**config.mk**
```make
export PLATFORM = sky130hd
export DESIGN_NAME = hazard_ctrl
export DESIGN_NICKNAME = d
export VERILOG_FILES = /design/src/rtl/lib_pkg.sv /design/src/rtl/fwd_unit.sv /design/src/rtl/hazard_ctrl.sv
export SDC_FILE = /design/constraint.sdc
export NUM_CORES = 1
export LEC_CHECK = 0
export CAP_MARGIN = 20
export CORE_MARGIN = 3
export CORE_UTILIZATION = 34
export DETAILED_ROUTE_END_ITERATION = 8
export HOLD_SLACK_MARGIN = 0.03
export PLACE_DENSITY = 0.79
export SLEW_MARGIN = 10
export SYNTH_ARGS = -nofsm -noshare
export SYNTH_HDL_FRONTEND = slang
export SYNTH_SLANG_ARGS = --single-unit
```
**constraint.sdc**
```tcl
create_clock -name clk -period 2.1 [get_ports clk]
set_input_delay 0.42 -clock clk [delete_from_list [all_inputs] [get_ports clk]]
set_output_delay 0.42 -clock clk [all_outputs]
set_load 0.05 [all_outputs]
```
**src/rtl/lib_pkg.sv**
```systemverilog
// lib_pkg: shared hazard-controller state encoding and forwarding select codes
//   hz_state_t : HZ_RUN=0, HZ_DRAIN=1, HZ_HALT=2
//   FWD_*      : EX operand source select (register file, MEM stage, WB stage)
package lib_pkg;
  typedef enum logic [1:0] {
    HZ_RUN   = 2'd0,
    HZ_DRAIN = 2'd1,
    HZ_HALT  = 2'd2
  } hz_state_t;
  localparam logic [1:0] FWD_RF  = 2'd0;
  localparam logic [1:0] FWD_MEM = 2'd1;
  localparam logic [1:0] FWD_WB  = 2'd2;
endpackage

```
**src/rtl/fwd_unit.sv**
```systemverilog
// fwd_unit: forwarding select for one EX source operand
//   rs            : source register of the EX instruction
//   rd_mem/wr_en_mem, rd_wb/wr_en_wb : pending writers in MEM and WB
//   sel           : FWD_MEM, FWD_WB or FWD_RF (MEM is the younger value, so it wins)
module fwd_unit
  import lib_pkg::*;
(
  input  logic [4:0] rs,
  input  logic [4:0] rd_mem,
  input  logic       wr_en_mem,
  input  logic [4:0] rd_wb,
  input  logic       wr_en_wb,
  output logic [1:0] sel
);
  logic hit_mem;
  logic hit_wb;
  assign hit_mem = wr_en_mem && rd_mem != 5'd0 && rd_mem == rs;
  assign hit_wb  = wr_en_wb && rd_wb != 5'd0 && rd_wb == rs;
  assign sel     = hit_mem ? FWD_MEM : hit_wb ? FWD_WB : FWD_RF;
endmodule

```
**src/rtl/hazard_ctrl.sv**
```systemverilog
// hazard_ctrl: forwarding, load-use stall, redirect flush and ecall drain/halt control
//   Inputs : clk, reset (async, active high), ID/EX register ids, EX/MEM/WB writers,
//            load_ex, ecall_id, redirect_ex
//   Outputs: sel_rdata1_f/sel_rdata2_f, stall_if, stall_id, flush_id, flush_ex, halted
//   Option : HAZARD_PERF_EN adds saturating stall_cnt/flush_cnt performance counters
module hazard_ctrl
  import lib_pkg::*;
#(
  parameter int CNT_WIDTH = 32
) (
  input  logic                 clk,
  input  logic                 reset,
  input  logic [4:0]           rs1_id,
  input  logic [4:0]           rs2_id,
  input  logic [4:0]           rs1_ex,
  input  logic [4:0]           rs2_ex,
  input  logic [4:0]           rd_ex,
  input  logic [4:0]           rd_mem,
  input  logic [4:0]           rd_wb,
  input  logic                 wr_en_ex,
  input  logic                 wr_en_mem,
  input  logic                 wr_en_wb,
  input  logic                 load_ex,
  input  logic                 ecall_id,
  input  logic                 redirect_ex,
  output logic [1:0]           sel_rdata1_f,
  output logic [1:0]           sel_rdata2_f,
  output logic                 stall_if,
  output logic                 stall_id,
  output logic                 flush_id,
  output logic                 flush_ex,
`ifdef HAZARD_PERF_EN
  output logic [CNT_WIDTH-1:0] stall_cnt,
  output logic [CNT_WIDTH-1:0] flush_cnt,
`endif
  output logic                 halted
);
  hz_state_t  state;
  hz_state_t  state_n;
  logic [1:0] drain_cnt;
  logic [1:0] drain_cnt_n;
  logic       load_use;
  fwd_unit u_fwd1 (
    .rs        (rs1_ex),
    .rd_mem    (rd_mem),
    .wr_en_mem (wr_en_mem),
    .rd_wb     (rd_wb),
    .wr_en_wb  (wr_en_wb),
    .sel       (sel_rdata1_f)
  );
  fwd_unit u_fwd2 (
    .rs        (rs2_ex),
    .rd_mem    (rd_mem),
    .wr_en_mem (wr_en_mem),
    .rd_wb     (rd_wb),
    .wr_en_wb  (wr_en_wb),
    .sel       (sel_rdata2_f)
  );
  assign load_use = load_ex && wr_en_ex && rd_ex != 5'd0 && (rd_ex == rs1_id || rd_ex == rs2_id);
  assign halted   = state == HZ_HALT;
  always_ff @(posedge clk or posedge reset) begin
    if (reset) begin
      state     <= HZ_RUN;
      drain_cnt <= 2'd0;
    end else begin
      state     <= state_n;
      drain_cnt <= drain_cnt_n;
    end
  end
  // A taken redirect squashes the load's consumer in ID, so it overrides the stall;
  // an ecall is only accepted on a clean cycle so it never retires alongside a bubble.
  always_comb begin
    state_n     = state;
    drain_cnt_n = drain_cnt;
    stall_if    = 1'b0;
    stall_id    = 1'b0;
    flush_id    = 1'b0;
    flush_ex    = 1'b0;
    case (state)
      HZ_RUN: begin
        stall_if = load_use && !redirect_ex;
        stall_id = load_use && !redirect_ex;
        flush_id = redirect_ex;
        flush_ex = redirect_ex || load_use;
        state_n  = (ecall_id && !redirect_ex && !load_use) ? HZ_DRAIN : HZ_RUN;
        drain_cnt_n = 2'd0;
      end
      HZ_DRAIN: begin
        stall_if    = 1'b1;
        flush_id    = 1'b1;
        state_n     = drain_cnt == 2'd2 ? HZ_HALT : HZ_DRAIN;
        drain_cnt_n = drain_cnt == 2'd2 ? 2'd0 : drain_cnt + 2'd1;
      end
      HZ_HALT: begin
        stall_if = 1'b1;
        stall_id = 1'b1;
      end
      default: state_n = HZ_RUN;
    endcase
  end
`ifdef HAZARD_PERF_EN
  logic stall_ev;
  logic flush_ev;
  assign stall_ev = state == HZ_RUN && load_use && !redirect_ex;
  assign flush_ev = state == HZ_RUN && redirect_ex;
  always_ff @(posedge clk or posedge reset) begin
    if (reset) begin
      stall_cnt <= '0;
      flush_cnt <= '0;
    end else begin
      if (stall_ev && ~&stall_cnt) stall_cnt <= stall_cnt + CNT_WIDTH'(1);
      if (flush_ev && ~&flush_cnt) flush_cnt <= flush_cnt + CNT_WIDTH'(1);
    end
  end
`endif
endmodule

```
==> flow_summary.ini <==
[power]
combPwrFrac = 0.594
share_seq_of_total_power = 0.185
power.static_leakage_nw = 0.7790
power.ir.vdd_worst_mv = 0.4038
swShare = 0.3308
power.density_nw_per_um2 = 250.0
power.net_switching_mw = 0.1388
intPower_mw = 0.2807
share_clk_of_total_power = 0.222

[yosys]
ys_top_cells_by_area = xnor2_1 19%, xor2_1 17%, dfrtp_1 14%, ha_1 7.0%, nand2_1 4.2%
number_of_enable_flip_flop_cells_after_synthesis = 0
netlist.area_leader.share = 0.1948
mappedNetlistNets = 135
synth.yosys.seq_area_share = 0.1391
yosys-top-cells-count = 16 x xnor2_1, 14 x xor2_1, 8 x nand2_1
yosys.cell_count.top_type = xnor2_1
synthDistinctLibCells = 28
post_synthesis_cell_area_um2 = 719.4
synth.yosys.warnings = 0
yosys.area.top_type = xnor2_1
yosys_register_bits = 4
syn_avg_cell_area_um2 = 8.175
ys_async_sr_fraction = 1.000
post_synth_inst_count = 88
ys_dominant_reg_cell = dfrtp_1

[finish]
fin_nets = 214
syn2layout_area_growth_pct = 133.2
final_cell_count_no_fill = 192
n_diodes = 0
post_route_cells_drive_above_1_share = 0.4727
sequential_cell_area_um2 = 100.1
multi_input_comb_area_um2 = 743.2
nFillCells = 106

[sta]
timing.hold.ws_ps = 372.3
timing.slew.headroom = 0.7737
finalClockSkew_ps = 2.293
unrepaired_setup_endpoints_after_global_routing = yes
finalSetupViolations = 4
worst_pin_slew_ps = 339.5
hold_vio_cnt_final = 0
finalWorstSetupSlack_ps = -183.7
layout_min_cycle_time_ps = 2284
slew_violations = 0
period_share = 1.087
achievable-frequency_ghz = 0.4379

[flow_run]
max_cap_viols = 0

[floorplanning]
starting_density_of_the_core = 0.3630
floorplan.die.height_um = 52
std_cell_rows = 16
die_w_um = 52
die_area_um2 = 2704
placeableCoreArea_um2 = 1982
boundaryPins = 52

[clock_tree]
max-clock-path-buffers = 2
clock-root-buffer = clkbuf_4
clkTransAtPathRegs_ps = 40
number_of_buffers_inserted_during_clock_tree_synthesis = 3
cts.sink_count = 4
clock_insertion_delay_worst_skew_ps = 230
cts_tree = yes
h_tree_level_count = 1
cts-hold-fix-buffers = 0

[worst_setup_path]
crit_path_start_kind = input port
critical_path_arrival_ps = 1860
worst_case_register_to_register_setup_slack_ps = 410
path_max_fanout = 2
crit_path_max_incr_delay_ps = 540
worstPathCellList = buf_6 -> buf_6 -> xor2_1 -> or4_4 -> nor4_4 -> buf_12
setup.worst_path.start = rd_wb[1]
timing.setup.critical_path_class = in -> out
crit_path_top_delay_cell = or4_4
rr_worst_depth = 5
path_common_cell = buf_6
cp.required_ps = 1680
critical_path.reg2reg.startpoint = state[0]
endpoint_kind = primary output

[placed_design]
io_buffer_count = 51
place_inst = 185
gpl.final_weighted_congestion = 0.8076
dpl.hpwl_um = 2267
detailedPlace.worstSlack_ps = -548.9

[status]
violations = negative setup slack
run_status = complete, but fails checks

[route]
wl_cell_um = 17.29
postRouteWirelength_um = 3320
route.detailed.drc = 0
drt_pass1_iterations = 4
drtIter0Drc = 11
vias_per_cell = 5.224
antenna_violating_nets_post_route = 0
via_count = 1003

[global_route]
grt_pass1_wl_um = 4816
maximum_number_of_pins_on_one_net_before_global_route_repair = 8
grt_usage = 0.2466
global_route.overflow_total = 0
grt_antenna_before_repair = 0
first_global_vias = 1026

[hold_path]
holdCritPathClass = in -> async
## per-stage QoR
step                  util  power, mW  cell area (um^2)  setup TNS [ps]
global placement    0.7500     0.2904              1486           -2320
global route        0.8466     0.4488              1678          -547.4
floorplan                -     0.1528             747.0          -249.6
detailed placement  0.7500     0.2974              1486           -2605
CTS                 0.7986     0.4034              1583          -368.0
finish              0.8466     0.4194              1678          -418.5
## cells in the final DEF, fill, tap and decap left out, drive strengths merged, types with 4 or more instances in the layout
| cell | n |
|---|---|
| clkbuf | 4 |
| dfrtp | 4 |
| inv | 5 |
| clkdlybuf4s50 | 6 |
| nand3 | 4 |
| buf | 46 |
| xnor2 | 16 |
| nand2 | 8 |
| or4 | 4 |
| nand2b | 4 |
| clkdlybuf4s15 | 6 |
| o21ai | 6 |
| dlygate4sd2 | 10 |
| dlymetal6s2s | 7 |
| ha | 4 |
| xor2 | 14 |
| nor4 | 4 |
## final cells by class
cell class              count  area share
clock buffers               3     0.01342
flip-flops and latches      4     0.05966
repair buffers             76      0.4526
well taps                  27     0.02013
inverters                   5     0.01119
multi-input cells          77      0.4430
## power groups by stage
stage | Sequential, mW | Combinational [mW] | Clock, mW
3_5_place_dp | 0.0785 | 0.219 | 0
4_1_cts | 0.0775 | 0.229 | 0.0970
3_3_place_gp | 0.0785 | 0.212 | 0
5_1_grt | 0.0774 | 0.264 | 0.108
2_1_floorplan | 0.0785 | 0.0744 | 0
6_report | 0.0775 | 0.249 | 0.0929
## state kept, by name (all words and copies together) (netlist names)
name       flops
drain_cnt      2
state          2
## logic make-up after synthesis
kind of cell / synth area share
xor+xnor: 0.3652
compound gates: 0.1357
flops: 0.1391
fa+ha+maj: 0.06957
buf+inv: 0.04695
simple gates: 0.2435
## per-layer routing
layer / vias up / part of all wire / GRT usage
met5: - / 0 / 0
met4: 0 / 0.039 / 0.06550
met3: 12 / 0.066 / 0.05444
met2: 44 / 0.55 / 0.4686
met1: 484 / 0.34 / 0.2685
li1: 463 / - / -
## timing repair
item | in CTS | in global routing
setup endpoints to repair | 7 | 7
resized for setup | 100 | 20
buffers inserted | 2 | 3
pin swaps | 25 | 19
## critical path: cells and delay by family
family                    cells  cell delay, ps
and+or+nand+nor               2             910
buffers and inverters         3             380
xor gates and xnor gates      1             150
## final timing paths
kind / endpoint
setup / recovery: sel_rdata1_f[1]
hold / removal: state[0]
setup reg to reg: state[0]
max in group asynchronous: drain_cnt[0]
min in group clk: drain_cnt[1]
hold reg to reg: drain_cnt[1]
(Power assumes the default switching activity.)
